`src/rtl/fft_stream_adapter.sv`:
```
// -----------------------------------------------------------------------------
// fft_stream_adapter
//
// Purpose:
//   Streaming wrapper around a parallel N-point FFT core. Serial complex input
//   samples are gathered into one flat frame and handed to the core with a
//   one-cycle start pulse. The adapter then waits for the core's done pulse,
//   captures the parallel result and streams it out one bin per beat with a
//   last marker. A frame whose core result never arrives within
//   TIMEOUT_CYCLES is dropped and flagged with a sticky timeout bit.
//
// Configuration macro:
//   FFT_ADAPT_BITREV_EN - when defined, bins are emitted in bit-reversed index
//                         order and o_m_index reports the true bin index.
//                         When undefined, bins are emitted in natural order.
//
// Ports:
//   i_clk, i_rst                 clock, synchronous active-high reset
//   i_s_valid/o_s_ready          input sample handshake (ready only in FILL)
//   i_s_re, i_s_im               input sample components
//   o_fft_re, o_fft_im           flat frame to core, element k at [k*W +: W]
//   o_fft_start                  one-cycle pulse, frame valid for the core
//   i_fft_re, i_fft_im           flat result from core, same packing
//   i_fft_done                   core done pulse (honoured only in WAIT)
//   o_m_valid/i_m_ready          output bin handshake
//   o_m_re, o_m_im, o_m_index    output bin data and its bin index
//   o_m_last                     high with the final bin of a frame
//   o_timeout                    sticky: some frame was abandoned
//   o_frame_cnt                  frames fully drained, wraps at 16 bits
// -----------------------------------------------------------------------------
module fft_stream_adapter #(
  parameter int WORD_SIZE      = 16,
  parameter int FRACTION       = 8,
  parameter int N_POINTS       = 16,
  parameter int LOG2N          = 4,
  parameter int TIMEOUT_CYCLES = 64
) (
  input  logic                          i_clk,
  input  logic                          i_rst,
  input  logic                          i_s_valid,
  output logic                          o_s_ready,
  input  logic [WORD_SIZE-1:0]          i_s_re,
  input  logic [WORD_SIZE-1:0]          i_s_im,
  output logic [N_POINTS*WORD_SIZE-1:0] o_fft_re,
  output logic [N_POINTS*WORD_SIZE-1:0] o_fft_im,
  output logic                          o_fft_start,
  input  logic [N_POINTS*WORD_SIZE-1:0] i_fft_re,
  input  logic [N_POINTS*WORD_SIZE-1:0] i_fft_im,
  input  logic                          i_fft_done,
  output logic                          o_m_valid,
  input  logic                          i_m_ready,
  output logic [WORD_SIZE-1:0]          o_m_re,
  output logic [WORD_SIZE-1:0]          o_m_im,
  output logic [LOG2N-1:0]              o_m_index,
  output logic                          o_m_last,
  output logic                          o_timeout,
  output logic [15:0]                   o_frame_cnt
);

  localparam logic [1:0] S_FILL  = 2'd0;
  localparam logic [1:0] S_START = 2'd1;
  localparam logic [1:0] S_WAIT  = 2'd2;
  localparam logic [1:0] S_DRAIN = 2'd3;

  localparam int FRAME_W = N_POINTS * WORD_SIZE;
  localparam logic [LOG2N-1:0] IDX_LAST = LOG2N'(N_POINTS - 1);
  localparam int TIMER_W = $clog2(TIMEOUT_CYCLES + 1);
  localparam logic [TIMER_W-1:0] TIMER_LAST = TIMER_W'(TIMEOUT_CYCLES - 1);

  // Parameter sanity: FRACTION only documents the Q format, so it merely has
  // to fit in a word; the index width must describe the frame length exactly.
  if (FRACTION >= WORD_SIZE) begin : g_bad_fraction
    $error("fft_stream_adapter: FRACTION must be smaller than WORD_SIZE");
  end
  if (N_POINTS != (1 << LOG2N)) begin : g_bad_log2n
    $error("fft_stream_adapter: N_POINTS must equal 2**LOG2N");
  end
  if (TIMEOUT_CYCLES < 2) begin : g_bad_timeout
    $error("fft_stream_adapter: TIMEOUT_CYCLES must be at least 2");
  end

  logic [1:0]           r_state;
  logic [LOG2N-1:0]     r_wr_idx;
  logic [LOG2N-1:0]     r_rd_idx;
  logic [TIMER_W-1:0]   r_timer;
  logic [FRAME_W-1:0]   r_fft_re;
  logic [FRAME_W-1:0]   r_fft_im;
  logic [FRAME_W-1:0]   r_cap_re;
  logic [FRAME_W-1:0]   r_cap_im;
  logic                 r_timeout;
  logic [15:0]          r_frame_cnt;
  logic [LOG2N-1:0]     w_rd_order;

`ifdef FFT_ADAPT_BITREV_EN
  function automatic logic [LOG2N-1:0] f_bitrev(input logic [LOG2N-1:0] v);
    logic [LOG2N-1:0] r;
    for (int b = 0; b < LOG2N; b++) begin
      r[b] = v[LOG2N-1-b];
    end
    return r;
  endfunction

  assign w_rd_order = f_bitrev(r_rd_idx);
`else
  assign w_rd_order = r_rd_idx;
`endif

  always_ff @(posedge i_clk) begin
    if (i_rst) begin
      r_state     <= S_FILL;
      r_wr_idx    <= '0;
      r_rd_idx    <= '0;
      r_timer     <= '0;
      r_fft_re    <= '0;
      r_fft_im    <= '0;
      r_cap_re    <= '0;
      r_cap_im    <= '0;
      r_timeout   <= 1'b0;
      r_frame_cnt <= '0;
    end else begin
      case (r_state)
        S_FILL: begin
          if (i_s_valid) begin
            r_fft_re[r_wr_idx*WORD_SIZE +: WORD_SIZE] <= i_s_re;
            r_fft_im[r_wr_idx*WORD_SIZE +: WORD_SIZE] <= i_s_im;
            if (r_wr_idx == IDX_LAST) begin
              r_wr_idx <= '0;
              r_state  <= S_START;
            end else begin
              r_wr_idx <= r_wr_idx + 1'b1;
            end
          end
        end
        S_START: begin
          // Done is deliberately not looked at here: the core cannot have
          // finished a frame it has only just been told about.
          r_timer <= '0;
          r_state <= S_WAIT;
        end
        S_WAIT: begin
          // A done arriving on the last permitted cycle still wins over the
          // timeout.
          if (i_fft_done) begin
            r_cap_re <= i_fft_re;
            r_cap_im <= i_fft_im;
            r_state  <= S_DRAIN;
          end else if (r_timer == TIMER_LAST) begin
            r_timeout <= 1'b1;
            r_state   <= S_FILL;
          end else begin
            r_timer <= r_timer + 1'b1;
          end
        end
        S_DRAIN: begin
          if (i_m_ready) begin
            if (r_rd_idx == IDX_LAST) begin
              r_rd_idx    <= '0;
              r_frame_cnt <= r_frame_cnt + 16'd1;
              r_state     <= S_FILL;
            end else begin
              r_rd_idx <= r_rd_idx + 1'b1;
            end
          end
        end
        default: r_state <= S_FILL;
      endcase
    end
  end

  assign o_s_ready   = (r_state == S_FILL);
  assign o_fft_start = (r_state == S_START);
  assign o_fft_re    = r_fft_re;
  assign o_fft_im    = r_fft_im;
  assign o_m_valid   = (r_state == S_DRAIN);
  assign o_m_re      = r_cap_re[w_rd_order*WORD_SIZE +: WORD_SIZE];
  assign o_m_im      = r_cap_im[w_rd_order*WORD_SIZE +: WORD_SIZE];
  assign o_m_index   = w_rd_order;
  assign o_m_last    = (r_state == S_DRAIN) && (r_rd_idx == IDX_LAST);
  assign o_timeout   = r_timeout;
  assign o_frame_cnt = r_frame_cnt;

endmodule

```
`config.mk`:
```
export PLATFORM = sky130hd
export DESIGN_NAME = fft_stream_adapter
export DESIGN_NICKNAME = d
export VERILOG_FILES = /design/src/rtl/fft_stream_adapter.sv
export SDC_FILE = /design/constraint.sdc
export NUM_CORES = 2
export LEC_CHECK = 0
export ABC_AREA = 1
export BUFFER_PORTS_ARGS = -buffer_cell sky130_fd_sc_hd__buf_2
export CAP_MARGIN = 10
export CORE_AREA = 4 4 439 441
export DETAILED_ROUTE_END_ITERATION = 8
export DIE_AREA = 0 0 443 445
export PLACE_DENSITY_LB_ADDON = 0.15
export SLEW_MARGIN = 20
export SYNTH_ARGS = -nofsm -noshare
export SYNTH_HDL_FRONTEND = slang
export SYNTH_SLANG_ARGS = --single-unit
export TNS_END_PERCENT = 100
```
`constraint.sdc`:
```
create_clock -name i_clk -period 2.3 [get_ports i_clk]
set_input_delay 0.23 -clock i_clk [delete_from_list [all_inputs] [get_ports i_clk]]
set_output_delay 0.23 -clock i_clk [all_outputs]
set_load 0.05 [all_outputs]
```
==> flow_metrics.env <==
export IMPL_grt_max_degree=124
export IMPL_ir_drop_mv=0.563
export IMPL_critPathCaptureType="output port"
export IMPL_die_w_microns=443
export IMPL_hp_class="in -> reg"
export IMPL_maxSlewHeadroom_pct=30.5
export IMPL_yosysSeqAreaShare_pct=46.8
export IMPL_rows=160
export IMPL_setup_violations=33
export IMPL_dieArea_sq_um=197000
export IMPL_outcome="finished, violations left"
export IMPL_worst_pin_slew_ns=1.04
export IMPL_wl_microns=246000
export IMPL_yosysWarnings=0
export IMPL_syn_nets=7330
export IMPL_post_drt_wl_per_cell_microns=22.3
export IMPL_synth_cell_types=33
export IMPL_path_max_fanout=7
export IMPL_power_density_nw_per_um2=725
export IMPL_violations="setup timing"
export IMPL_grt_setup_unrepaired="true"
export IMPL_area_delta_synth_final_pct=49.2
export IMPL_setup_ws_ns=-0.630
export IMPL_syn_avg_cell_area_sq_um=6.69
export IMPL_rrSetupSlack_ns=0.13
export IMPL_cts_sinks=1058
export IMPL_seqPwrFrac_pct=39.1
export IMPL_fp_dieH_microns=445
export IMPL_p_comb_share_pct=17.1
export IMPL_grt_usage_pct=23.9
export IMPL_cts_root_buf="clkbuf_16"
export IMPL_path_class="reg -> out"
export IMPL_vias=50300
export IMPL_layout_commonest_cell="nor2_1"
export IMPL_drive_gt1_share_pct=21.7
export IMPL_vias_per_cell=4.56
export IMPL_clk_insertion_delay_late_ns=0.80
export IMPL_gp_congestion=0.898
export IMPL_swShare_pct=30.2
export IMPL_ant_nets=0
export IMPL_synth_seq_cells=1058
export IMPL_hold_viol_final=0
export IMPL_p_int_mw=34.2
export IMPL_slew_viol_final=0
export IMPL_htree_levels=4
export IMPL_stdcell_count=11000
export IMPL_final_cell_mix="2335 x nor2_1, 1081 x buf_2, 1053 x dfxtp_1, 857 x o21ai_0, 771 x nand2_1"
export IMPL_fin_crit_sh_pct=127
export IMPL_numPortBuffers=1117
export IMPL_synthCells=6771
export IMPL_fin_nets=8962
export IMPL_io_pins=1118
export IMPL_fillers=20200
export IMPL_arrival_ns=2.70
export IMPL_numCtsBuffers=134
export IMPL_gr_total_overflow=0
export IMPL_power_frac_clock_pct=43.8
export IMPL_cts_tree="yes"
export IMPL_fmax_mhz=341
export IMPL_clk_pin_slew_ns=0.06
export IMPL_first_pass_iters=6
export IMPL_core_area_sq_um=189000
export IMPL_initialDrtViolationCount=3536
export IMPL_period_needed_ns=2.93
export IMPL_p_switching_mw=14.8
export IMPL_drc=0
export IMPL_dp_cells=10200
export IMPL_antenna_found_initial=27
export IMPL_initial_core_util_pct=23.9
export IMPL_syn_area_sq_um=45300
export IMPL_grt_pass1_vias=49700
export IMPL_finClkSkew_ns=0.0282
export IMPL_p_leak_nw=32.0
export IMPL_cap_violations=0
export IMPL_power_mw=49.0
export IMPL_hpwlAfterDp_microns=176000
export IMPL_clock_path_buffers=3
export IMPL_grt_pass1_wl_microns=348000
export IMPL_startpoint_type="flip-flop"
export IMPL_required_ns=2.07
## Yosys cell counts, drive strengths merged
master	number	share of area (%)
xor2	1	0.019
o21bai	2	0.033
o21ai	978	11
dfxtp	1058	47
buf	168	1.8
nand2	804	6.7
inv	483	4.0
nand3	164	1.9
nand4	23	0.33
nor3	75	0.83
o22ai	64	0.88
o211ai	64	1.1
nor3b	2	0.033
xnor2	2	0.039
clkbuf	322	2.7
a211oi	2	0.033
a21oi	137	1.5
o21a	1	0.017
nor2	2392	20
nor4	16	0.22
ha	10	0.28
clkinv	3	0.025
## metal layers
metal / global-route usage, % / routed length, microns / vias to the layer above
met5: 0 / 0 / -
met4: 12.4 / 14000 / 0
met3: 5.57 / 15500 / 439
met2: 42.9 / 124000 / 1611
met1: 26.1 / 93000 / 23600
li1: - / - / 24600
## critical path, cell delays in order (launching register included)
cell and delay, ns:
dfxtp_4 0.36, buf_12 0.17, buf_12 0.15, buf_8 0.12
o21ai_2 0.05, o211ai_1 0.46, nand3_1 0.16, buf_6 0.20
nand3_4 0.09, buf_12 0.14
## sequential cells by signal, indices dropped and copies added, names as in the netlist
register     count
o_fft_im       256
o_frame_cnt     16
r_wr_idx         4
o_m_index        4
r_cap_re       256
r_timer          7
r_state          2
r_cap_im       256
o_fft_re       256
o_timeout        1
## final cells by class
type	count	area [sq um]	area share, %
Clock inverter	34	478	0.708
Multi-Input combinational cell	4737	21200	31.4
Inverter	486	1870	2.77
Sequential cell	1058	21200	31.4
Tap cell	2511	3140	4.65
Timing Repair Buffer	1985	15600	23.2
Antenna cell	20	50.0	0.0741
Timing Repair inverter	1	8.76	0.0130
Clock buffer	199	3930	5.82
## path summary, 6_finish.rpt
check	from	end	depth (start not counted)
worst max-delay path	o_m_index[0]	o_m_re[6]	9
worst min-delay path	i_s_im[4]	o_fft_im[4]	5
worst max register to register	r_state[0]	r_cap_im[49]	7
worst min register to register	o_timeout	o_timeout	1
## logic make-up after synthesis
kind of cell	after synthesis	share of synthesized area, %
XOR/XNOR	3	0.0581
adder cells (fa/ha/maj)	10	0.276
flip-flops	1058	46.8
AND/OR/NAND/NOR	3476	30.0
AO/OA/AOI/OAI	1248	14.4
buffers and inverters	976	8.53
## through the flow
step	instance area, sq um	utilization [%]	hold WS, ns	worst slack, ns	TNS, ns
final	67500	35.7	0.0958	-0.630	-17.14
after global routing	67500	35.7	0.0575	-0.700	-20.84
after CTS	67000	35.4	0.000253	-0.752	-20.93
after detailed placement	55300	29.2	0.453	-0.313	-1.66
after global placement	55300	29.2	0.448	-0.355	-1.65
after floorplan	45300	-	0.365	0.0651	0
## power groups by stage
stage,Clock [mW],Sequential (mW),Combinational [mW]
2_1_floorplan,0,19.8,3.57
3_3_place_gp,0,19.5,7.33
3_5_place_dp,0,19.5,7.32
4_1_cts,22.0,19.2,8.26
5_1_grt,22.7,19.2,9.00
6_report,21.5,19.2,8.37
## repair_timing
action	4_1_cts	5_1_grt
resized for setup	312	133
hold buffers	550	0
setup buffers	19	9
endpoints found under the setup margin	51	359
pin swaps	63	60
cloned	19	6
hold endpoints to repair	667	0
Note: power is estimated with default switching activity, not from simulation.
